<file path="config.mk">
export PLATFORM = sky130hd
export DESIGN_NAME = qarctan_arbiter
export DESIGN_NICKNAME = d
export VERILOG_FILES = /design/src/rtl/qarctan_arbiter_pkg.sv /design/src/rtl/qarctan_arb_tag_fifo.sv /design/src/rtl/qarctan_arbiter.sv
export SDC_FILE = /design/constraint.sdc
export NUM_CORES = 1
export LEC_CHECK = 0
export CORE_AREA = 3 3 138 140
export CTS_CLUSTER_DIAMETER = 100
export DETAILED_ROUTE_END_ITERATION = 10
export DIE_AREA = 0 0 141 143
export PLACE_DENSITY = 0.63
export RECOVER_POWER = 25
export SYNTH_ARGS = -nofsm -noshare
export SYNTH_HDL_FRONTEND = slang
export SYNTH_HIERARCHICAL = 1
export SYNTH_SLANG_ARGS = --single-unit
</file>
<file path="constraint.sdc">
create_clock -name clock -period 2.55 [get_ports clock]
set_clock_uncertainty 0.2 [all_clocks]
set_input_delay 0.3825 -clock clock [delete_from_list [all_inputs] [get_ports clock]]
set_output_delay 0.3825 -clock clock [all_outputs]
set_load 0.05 [all_outputs]
</file>
<file path="src/rtl/qarctan_arbiter_pkg.sv">
// Shared types and helpers for the two-requester qarctan arbiter.
// Optional statistics counters are enabled with QARCTAN_ARB_STATS_EN.
package qarctan_arbiter_pkg;

  typedef enum logic {
    S_SEL   = 1'b0,
    S_ISSUE = 1'b1
  } arb_state_t;

  localparam int ARB_NUM_REQ = 2;

  typedef logic arb_tag_t;

  localparam logic [15:0] ARB_CNT_MAX = 16'hFFFF;

  function automatic logic [15:0] sat_inc(input logic [15:0] v, input logic en);
    return (en && (v != ARB_CNT_MAX)) ? v + 16'd1 : v;
  endfunction

endpackage

</file>
<file path="src/rtl/qarctan_arb_tag_fifo.sv">
// First-word-fall-through FIFO of destination tags, one entry per pair in flight.
// Push and pop may happen in the same cycle; DEPTH must be a power of two.
module qarctan_arb_tag_fifo
  import qarctan_arbiter_pkg::*;
#(
  parameter int  DEPTH = 4,
  localparam int AW    = $clog2(DEPTH)
) (
  input  logic          clock,
  input  logic          reset,
  input  logic          push_i,
  input  arb_tag_t      din_i,
  input  logic          pop_i,
  output arb_tag_t      dout_o,
  output logic          empty_o,
  output logic          full_o,
  output logic [AW:0]   count_o
);

  arb_tag_t      mem_q [DEPTH];
  logic [AW-1:0] wr_ptr_q;
  logic [AW-1:0] rd_ptr_q;
  logic [AW:0]   count_q;
  logic          push_ok;
  logic          pop_ok;

  assign empty_o = (count_q == '0);
  assign full_o  = (count_q == (AW+1)'(DEPTH));
  assign count_o = count_q;
  assign dout_o  = mem_q[rd_ptr_q];

  assign push_ok = push_i && !full_o;
  assign pop_ok  = pop_i && !empty_o;

  // Pointers wrap naturally because DEPTH is a power of two.
  always_ff @(posedge clock or negedge reset) begin
    if (!reset) begin
      wr_ptr_q <= '0;
      rd_ptr_q <= '0;
      count_q  <= '0;
      for (int k = 0; k < DEPTH; k++) mem_q[k] <= 1'b0;
    end else begin
      if (push_ok) begin
        mem_q[wr_ptr_q] <= din_i;
        wr_ptr_q        <= wr_ptr_q + 1'b1;
      end
      if (pop_ok) rd_ptr_q <= rd_ptr_q + 1'b1;
      if (push_ok && !pop_ok)      count_q <= count_q + 1'b1;
      else if (pop_ok && !push_ok) count_q <= count_q - 1'b1;
    end
  end

endmodule

</file>
<file path="src/rtl/qarctan_arbiter.sv">
// Round-robin sharing of one qarctan core between two (r, i) requesters,
// with in-order result steering. Statistics counters exist with QARCTAN_ARB_STATS_EN.
module qarctan_arbiter
  import qarctan_arbiter_pkg::*;
#(
  parameter int  DATA_WIDTH   = 32,
  parameter int  MAX_INFLIGHT = 4,
  localparam int CW           = $clog2(MAX_INFLIGHT) + 1
) (
  input  logic                  clock,
  input  logic                  reset,
  output logic                  req0_r_rd_en,
  output logic                  req0_i_rd_en,
  input  logic                  req0_r_empty,
  input  logic                  req0_i_empty,
  input  logic [DATA_WIDTH-1:0] req0_r_dout,
  input  logic [DATA_WIDTH-1:0] req0_i_dout,
  output logic                  req1_r_rd_en,
  output logic                  req1_i_rd_en,
  input  logic                  req1_r_empty,
  input  logic                  req1_i_empty,
  input  logic [DATA_WIDTH-1:0] req1_r_dout,
  input  logic [DATA_WIDTH-1:0] req1_i_dout,
  output logic                  core_r_wr_en,
  output logic                  core_i_wr_en,
  input  logic                  core_r_full,
  input  logic                  core_i_full,
  output logic [DATA_WIDTH-1:0] core_r_din,
  output logic [DATA_WIDTH-1:0] core_i_din,
  output logic                  core_out_rd_en,
  input  logic                  core_out_empty,
  input  logic [DATA_WIDTH-1:0] core_out_dout,
  output logic                  out0_wr_en,
  input  logic                  out0_full,
  output logic [DATA_WIDTH-1:0] out0_din,
  output logic                  out1_wr_en,
  input  logic                  out1_full,
  output logic [DATA_WIDTH-1:0] out1_din,
  output logic [15:0]           grant0_cnt,
  output logic [15:0]           grant1_cnt,
  output logic [15:0]           stall_cnt,
  output logic                  dbg_state,
  output logic [CW-1:0]         dbg_inflight
);

  // Handshake: every rd_en/wr_en is a one-cycle pulse, asserted only when the
  // target FIFO is non-empty (rd) or non-full (wr); the transfer happens on that edge.

  arb_state_t            state_q, state_d;
  logic [DATA_WIDTH-1:0] r_q, r_d;
  logic [DATA_WIDTH-1:0] i_q, i_d;
  arb_tag_t              tag_q, tag_d;
  arb_tag_t              last_grant_q, last_grant_d;

  logic     elig0, elig1;
  logic     can_issue;
  logic     grant_vld;
  logic     grant_sel;
  logic     core_ready;
  logic     tag_push, tag_pop;
  logic     tag_empty, tag_full;
  arb_tag_t tag_head;
  logic     ret_go;
  logic [CW-1:0] inflight;

  assign elig0      = !req0_r_empty && !req0_i_empty;
  assign elig1      = !req1_r_empty && !req1_i_empty;
  assign can_issue  = !tag_full;
  assign core_ready = !core_r_full && !core_i_full;

  // On a tie the requester not granted last wins.
  always_comb begin
    grant_sel = 1'b0;
    if (elig0 && elig1) grant_sel = ~last_grant_q;
    else if (elig1)     grant_sel = 1'b1;
  end

  assign grant_vld = (state_q == S_SEL) && can_issue && (elig0 || elig1);

  always_comb begin
    state_d      = state_q;
    r_d          = r_q;
    i_d          = i_q;
    tag_d        = tag_q;
    last_grant_d = last_grant_q;
    req0_r_rd_en = 1'b0;
    req0_i_rd_en = 1'b0;
    req1_r_rd_en = 1'b0;
    req1_i_rd_en = 1'b0;
    core_r_wr_en = 1'b0;
    core_i_wr_en = 1'b0;
    tag_push     = 1'b0;
    case (state_q)
      S_SEL: begin
        if (grant_vld) begin
          if (grant_sel) begin
            req1_r_rd_en = 1'b1;
            req1_i_rd_en = 1'b1;
            r_d          = req1_r_dout;
            i_d          = req1_i_dout;
          end else begin
            req0_r_rd_en = 1'b1;
            req0_i_rd_en = 1'b1;
            r_d          = req0_r_dout;
            i_d          = req0_i_dout;
          end
          tag_d        = grant_sel;
          last_grant_d = grant_sel;
          state_d      = S_ISSUE;
        end
      end
      S_ISSUE: begin
        if (core_ready) begin
          core_r_wr_en = 1'b1;
          core_i_wr_en = 1'b1;
          tag_push     = 1'b1;
          state_d      = S_SEL;
        end
      end
      default: state_d = S_SEL;
    endcase
  end

  always_ff @(posedge clock or negedge reset) begin
    if (!reset) begin
      state_q      <= S_SEL;
      r_q          <= '0;
      i_q          <= '0;
      tag_q        <= 1'b0;
      last_grant_q <= 1'b1;
    end else begin
      state_q      <= state_d;
      r_q          <= r_d;
      i_q          <= i_d;
      tag_q        <= tag_d;
      last_grant_q <= last_grant_d;
    end
  end

  assign core_r_din = r_q;
  assign core_i_din = i_q;

  qarctan_arb_tag_fifo #(
    .DEPTH (MAX_INFLIGHT)
  ) u_tag_fifo (
    .clock   (clock),
    .reset   (reset),
    .push_i  (tag_push),
    .din_i   (tag_q),
    .pop_i   (tag_pop),
    .dout_o  (tag_head),
    .empty_o (tag_empty),
    .full_o  (tag_full),
    .count_o (inflight)
  );

  // Results return strictly in issue order; a full head destination blocks both.
  assign ret_go         = !core_out_empty && !tag_empty && !(tag_head ? out1_full : out0_full);
  assign tag_pop        = ret_go;
  assign core_out_rd_en = ret_go;
  assign out0_wr_en     = ret_go && (tag_head == 1'b0);
  assign out1_wr_en     = ret_go && (tag_head == 1'b1);
  assign out0_din       = out0_wr_en ? core_out_dout : '0;
  assign out1_din       = out1_wr_en ? core_out_dout : '0;

  assign dbg_state    = state_q;
  assign dbg_inflight = inflight;

`ifdef QARCTAN_ARB_STATS_EN
  logic [15:0] grant0_q, grant1_q, stall_q;
  logic        stall_ev;

  assign stall_ev = ((state_q == S_SEL) && (elig0 || elig1) && tag_full) ||
                    ((state_q == S_ISSUE) && !core_ready);

  always_ff @(posedge clock or negedge reset) begin
    if (!reset) begin
      grant0_q <= '0;
      grant1_q <= '0;
      stall_q  <= '0;
    end else begin
      grant0_q <= sat_inc(grant0_q, grant_vld && !grant_sel);
      grant1_q <= sat_inc(grant1_q, grant_vld && grant_sel);
      stall_q  <= sat_inc(stall_q, stall_ev);
    end
  end

  assign grant0_cnt = grant0_q;
  assign grant1_cnt = grant1_q;
  assign stall_cnt  = stall_q;
`else
  assign grant0_cnt = '0;
  assign grant1_cnt = '0;
  assign stall_cnt  = '0;
`endif

endmodule

</file>
==> results.json <==
{
  "outcome": "complete, but fails checks",
  "failed_checks": "negative setup slack",
  "coreArea_um2": 18000,
  "use_met1_pct": 18.3,
  "p_sw_mw": 4.97,
  "dpl_cell_area_um2": 8510,
  "power.internal_mw": 5.77,
  "dieHeight_um": 143,
  "hold_path_class": "reg2reg",
  "rsz0062_at_grt": "true",
  "rows": 49,
  "crit_start": "u_tag_fifo/rd_ptr_q[0]$_DFFE_PN0P_",
  "worstSkewPairLatency_ps": 320,
  "clkSinkCount": 78,
  "critPathLaunchType": "register",
  "tightest_slew_ps": 989,
  "ctsLongestPathBuffers": 2,
  "cellLeakagePower_nw": 3.87,
  "route.detailed.drc": 0,
  "ir_drop_uv": 666,
  "synth_top_area_share_pct": 43.2,
  "use_met2_pct": 32.0,
  "synthesis.area_per_instance_um2": 10.8,
  "grt-busiest-layer": "met2",
  "hold_violations": 0,
  "seq_area_frac_synth_pct": 43.8,
  "drt_iter0_markers": 199,
  "synthDistinctLibCells": 36,
  "synth_flop_cell": "dfrtp_1",
  "grt_max_degree": 66,
  "fin_crit_sh_pct": 105,
  "use_met3_pct": 4.52,
  "path_max_fanout": 4,
  "crit_path_max_incr_delay_ps": 610,
  "antenna_cells": 0,
  "slew_headroom_pct": 34.1,
  "cp.required_ps": 2550,
  "cts_tree": "built",
  "crit_type": "reg2reg",
  "syn-cell-area_um2": 4460,
  "fmax_ghz": 0.372,
  "clk_pin_slew_ps": 60,
  "holdPathEnd": "u_tag_fifo/rd_ptr_q[1]$_DFFE_PN0P_",
  "via_count": 4533,
  "worstRegToRegCells": 7,
  "cp.arrival_ps": 2690,
  "place.gp.congestion": 0.939,
  "die_w_um": 141,
  "io_buffer_count": 311,
  "die-area_um2": 20200,
  "seqPwrFrac_pct": 20.7,
  "synth_edf_count": 0,
  "root_buffer": "clkbuf_16",
  "cp-end-kind": "register",
  "synthMostInstantiatedCell": "dfrtp_1",
  "switching_share_pct": 46.3,
  "final_max_slew_viol_count": 0,
  "setup_slack_ps": -138,
  "async_reset_ff_share_pct": 100,
  "initial_core_util_pct": 24.8,
  "antenna_found_initial": 0,
  "htreeDepth": 3,
  "drive_gt1_share_pct": 27.4,
  "ios": 360,
  "ys_warn_count": 6,
  "synth.largest_area_cell": "dfrtp_1",
  "routed_wl_um": 18200,
  "slowest_stage": "mux4_2",
  "vias_per_cell": 4.69,
  "netlist_instances": 414,
  "yosys-top-cells-area": "dfrtp_1 (43%), a221o_1 (14%), a21boi_0 (11%)",
  "ant_nets": 0,
  "combinationalPowerShare_pct": 64.5,
  "numCtsBuffers": 9,
  "dr.pass1.iters": 4,
  "cp_cell_sequence": "mux4_2, a2111oi_4, nand2b_1, ha_2, inv_2, fa_1, mux2_4",
  "worstHoldPathCells": 1,
  "grt_pass1_wl_um": 26900,
  "grt_pass1_vias": 4757,
  "final_cell_area_um2": 9220,
  "num-fill-cells": 1538,
  "max_cap_viol_count": 0,
  "grt_use_total_pct": 16.9,
  "area_growth_pct": 107,
  "rr_endpoint": "u_tag_fifo/count_o[1]$_DFFE_PN0P_",
  "pre_cts_slack_ps": -137,
  "holdCritStartpoint": "u_tag_fifo/rd_ptr_q[1]$_DFFE_PN0P_",
  "r2r-start": "u_tag_fifo/rd_ptr_q[0]$_DFFE_PN0P_",
  "post_drt_wl_per_cell_um": 18.8,
  "clkPwrFrac_pct": 14.8,
  "grt-ovfl-total": 0,
  "synth-seq-cells": 78,
  "layout_min_cycle_time_ps": 2690,
  "final_nets": 910,
  "powerDensity_nw_per_um2": 1170,
  "finalSetupViolCount": 55,
  "dp_hpwl_um": 13800,
  "rrSetupSlack_ps": -140,
  "synth_common_cells": "dfrtp_1 (77), a21boi_0 (64), a221o_1 (64), and2_1 (64), buf_4 (51)"
}
## per-layer routing
layer	share of wire, %	vias to the layer above
li1	-	2056
met1	35	2210
met2	55	244
met3	7.5	23
met4	2.4	0
met5	0	-
## cells by family (layout without fill, tap and decap cells)
logic type / after synthesis / after routing / share of synthesized area (%)
AOI/OAI and AO/OA: 143 / 143 / 27.3
buffers and inverters: 90 / 367 / 12.9
and+or+nand+nor: 87 / 87 / 11.9
DFF: 78 / 78 / 43.8
adders and majority gates: 6 / 6 / 1.85
xor gates and xnor gates: 6 / 6 / 1.18
muxes: 3 / 3 / 1.09
other: 1 / 48 / 0.0841
## metrics by stage
step	hold WS [ps]	power [mW]	instances	setup TNS (ps)	utilization, %
2_1_floorplan	-113	6.25	461	-18440	-
4_1_cts	293	10.8	963	-9170	51.0
3_5_place_dp	186	8.87	938	-1160	47.4
5_1_grt	313	11.2	967	-11600	51.3
3_3_place_gp	184	8.78	938	-123	47.4
6_report	285	10.7	967	-5440	51.3
## registers in the layout, summed over array words and instances (netlist names)
register             count
core_i_din              32
core_r_din              32
dbg_state                1
last_grant_q             1
tag_q                    1
u_tag_fifo/count_o       3
u_tag_fifo/mem_q         4
u_tag_fifo/rd_ptr_q      2
u_tag_fifo/wr_ptr_q      2
## critical path, delay by kind of cell, from the launching register on
family / cells / cell delay, ps
compound gates: 1 / 350
buf+inv: 1 / 50
flops: 1 / 360
simple gates: 1 / 130
fa+ha+maj: 2 / 600
mux: 2 / 890
## how the worst max path moves through the flow
stage	to	slack (ps)	cells past startpoint
final	u_tag_fifo/count_o[1]$_DFFE_PN0P_	-140	7
after global routing	u_tag_fifo/count_o[1]$_DFFE_PN0P_	-230	7
after CTS	out0_din[24]	-160	6
after detailed placement	u_tag_fifo/count_o[1]$_DFFE_PN0P_	-140	8
after global placement	u_tag_fifo/count_o[1]$_DFFE_PN0P_	-90	8
after floorplan	u_tag_fifo/count_o[1]$_DFFE_PN0P_	-600	7
## power groups by stage
stage / Combinational [mW] / Clock, mW / Sequential [mW]
finish: 6.93 / 1.59 / 2.22
global route: 7.25 / 1.69 / 2.30
CTS: 6.91 / 1.64 / 2.23
detailed placement: 6.65 / 0 / 2.22
global placement: 6.57 / 0 / 2.21
floorplan: 2.32 / 0 / 3.93
## layout by cell type, fill, tap and decap left out, types with 4 or more instances in the layout
cell type / count
and2_4: 60
buf_4: 19
dfrtp_1: 76
xnor2_1: 4
conb_1: 48
buf_12: 78
o21ai_0: 7
buf_6: 7
a221o_1: 64
bufinv_16: 4
a21boi_0: 64
clkdlybuf4s50_1: 237
clkbuf_16: 11
ha_1: 4
nand2_1: 10
and2_1: 4
## timing repair
item / CTS / global route
hold endpoints to repair: 36 / 0
hold buffers: 1 / 0
setup endpoints to repair: 68 / 71
resized for setup: 77 / 5
pin swaps: 14 / 15
gates cloned: 3 / 2
setup buffers: 5 / 3
## cell type report
class | count | area, um^2 | share of cell area (%)
clock buffer | 9 | 225 | 2.44
clock inverter | 7 | 145 | 1.57
inverter | 4 | 15.0 | 0.163
multi-input combinational | 293 | 2360 | 25.6
sequential | 78 | 1950 | 21.2
tap | 229 | 287 | 3.11
timing repair buffer | 347 | 4230 | 45.9
(Power assumes the default switching activity.)
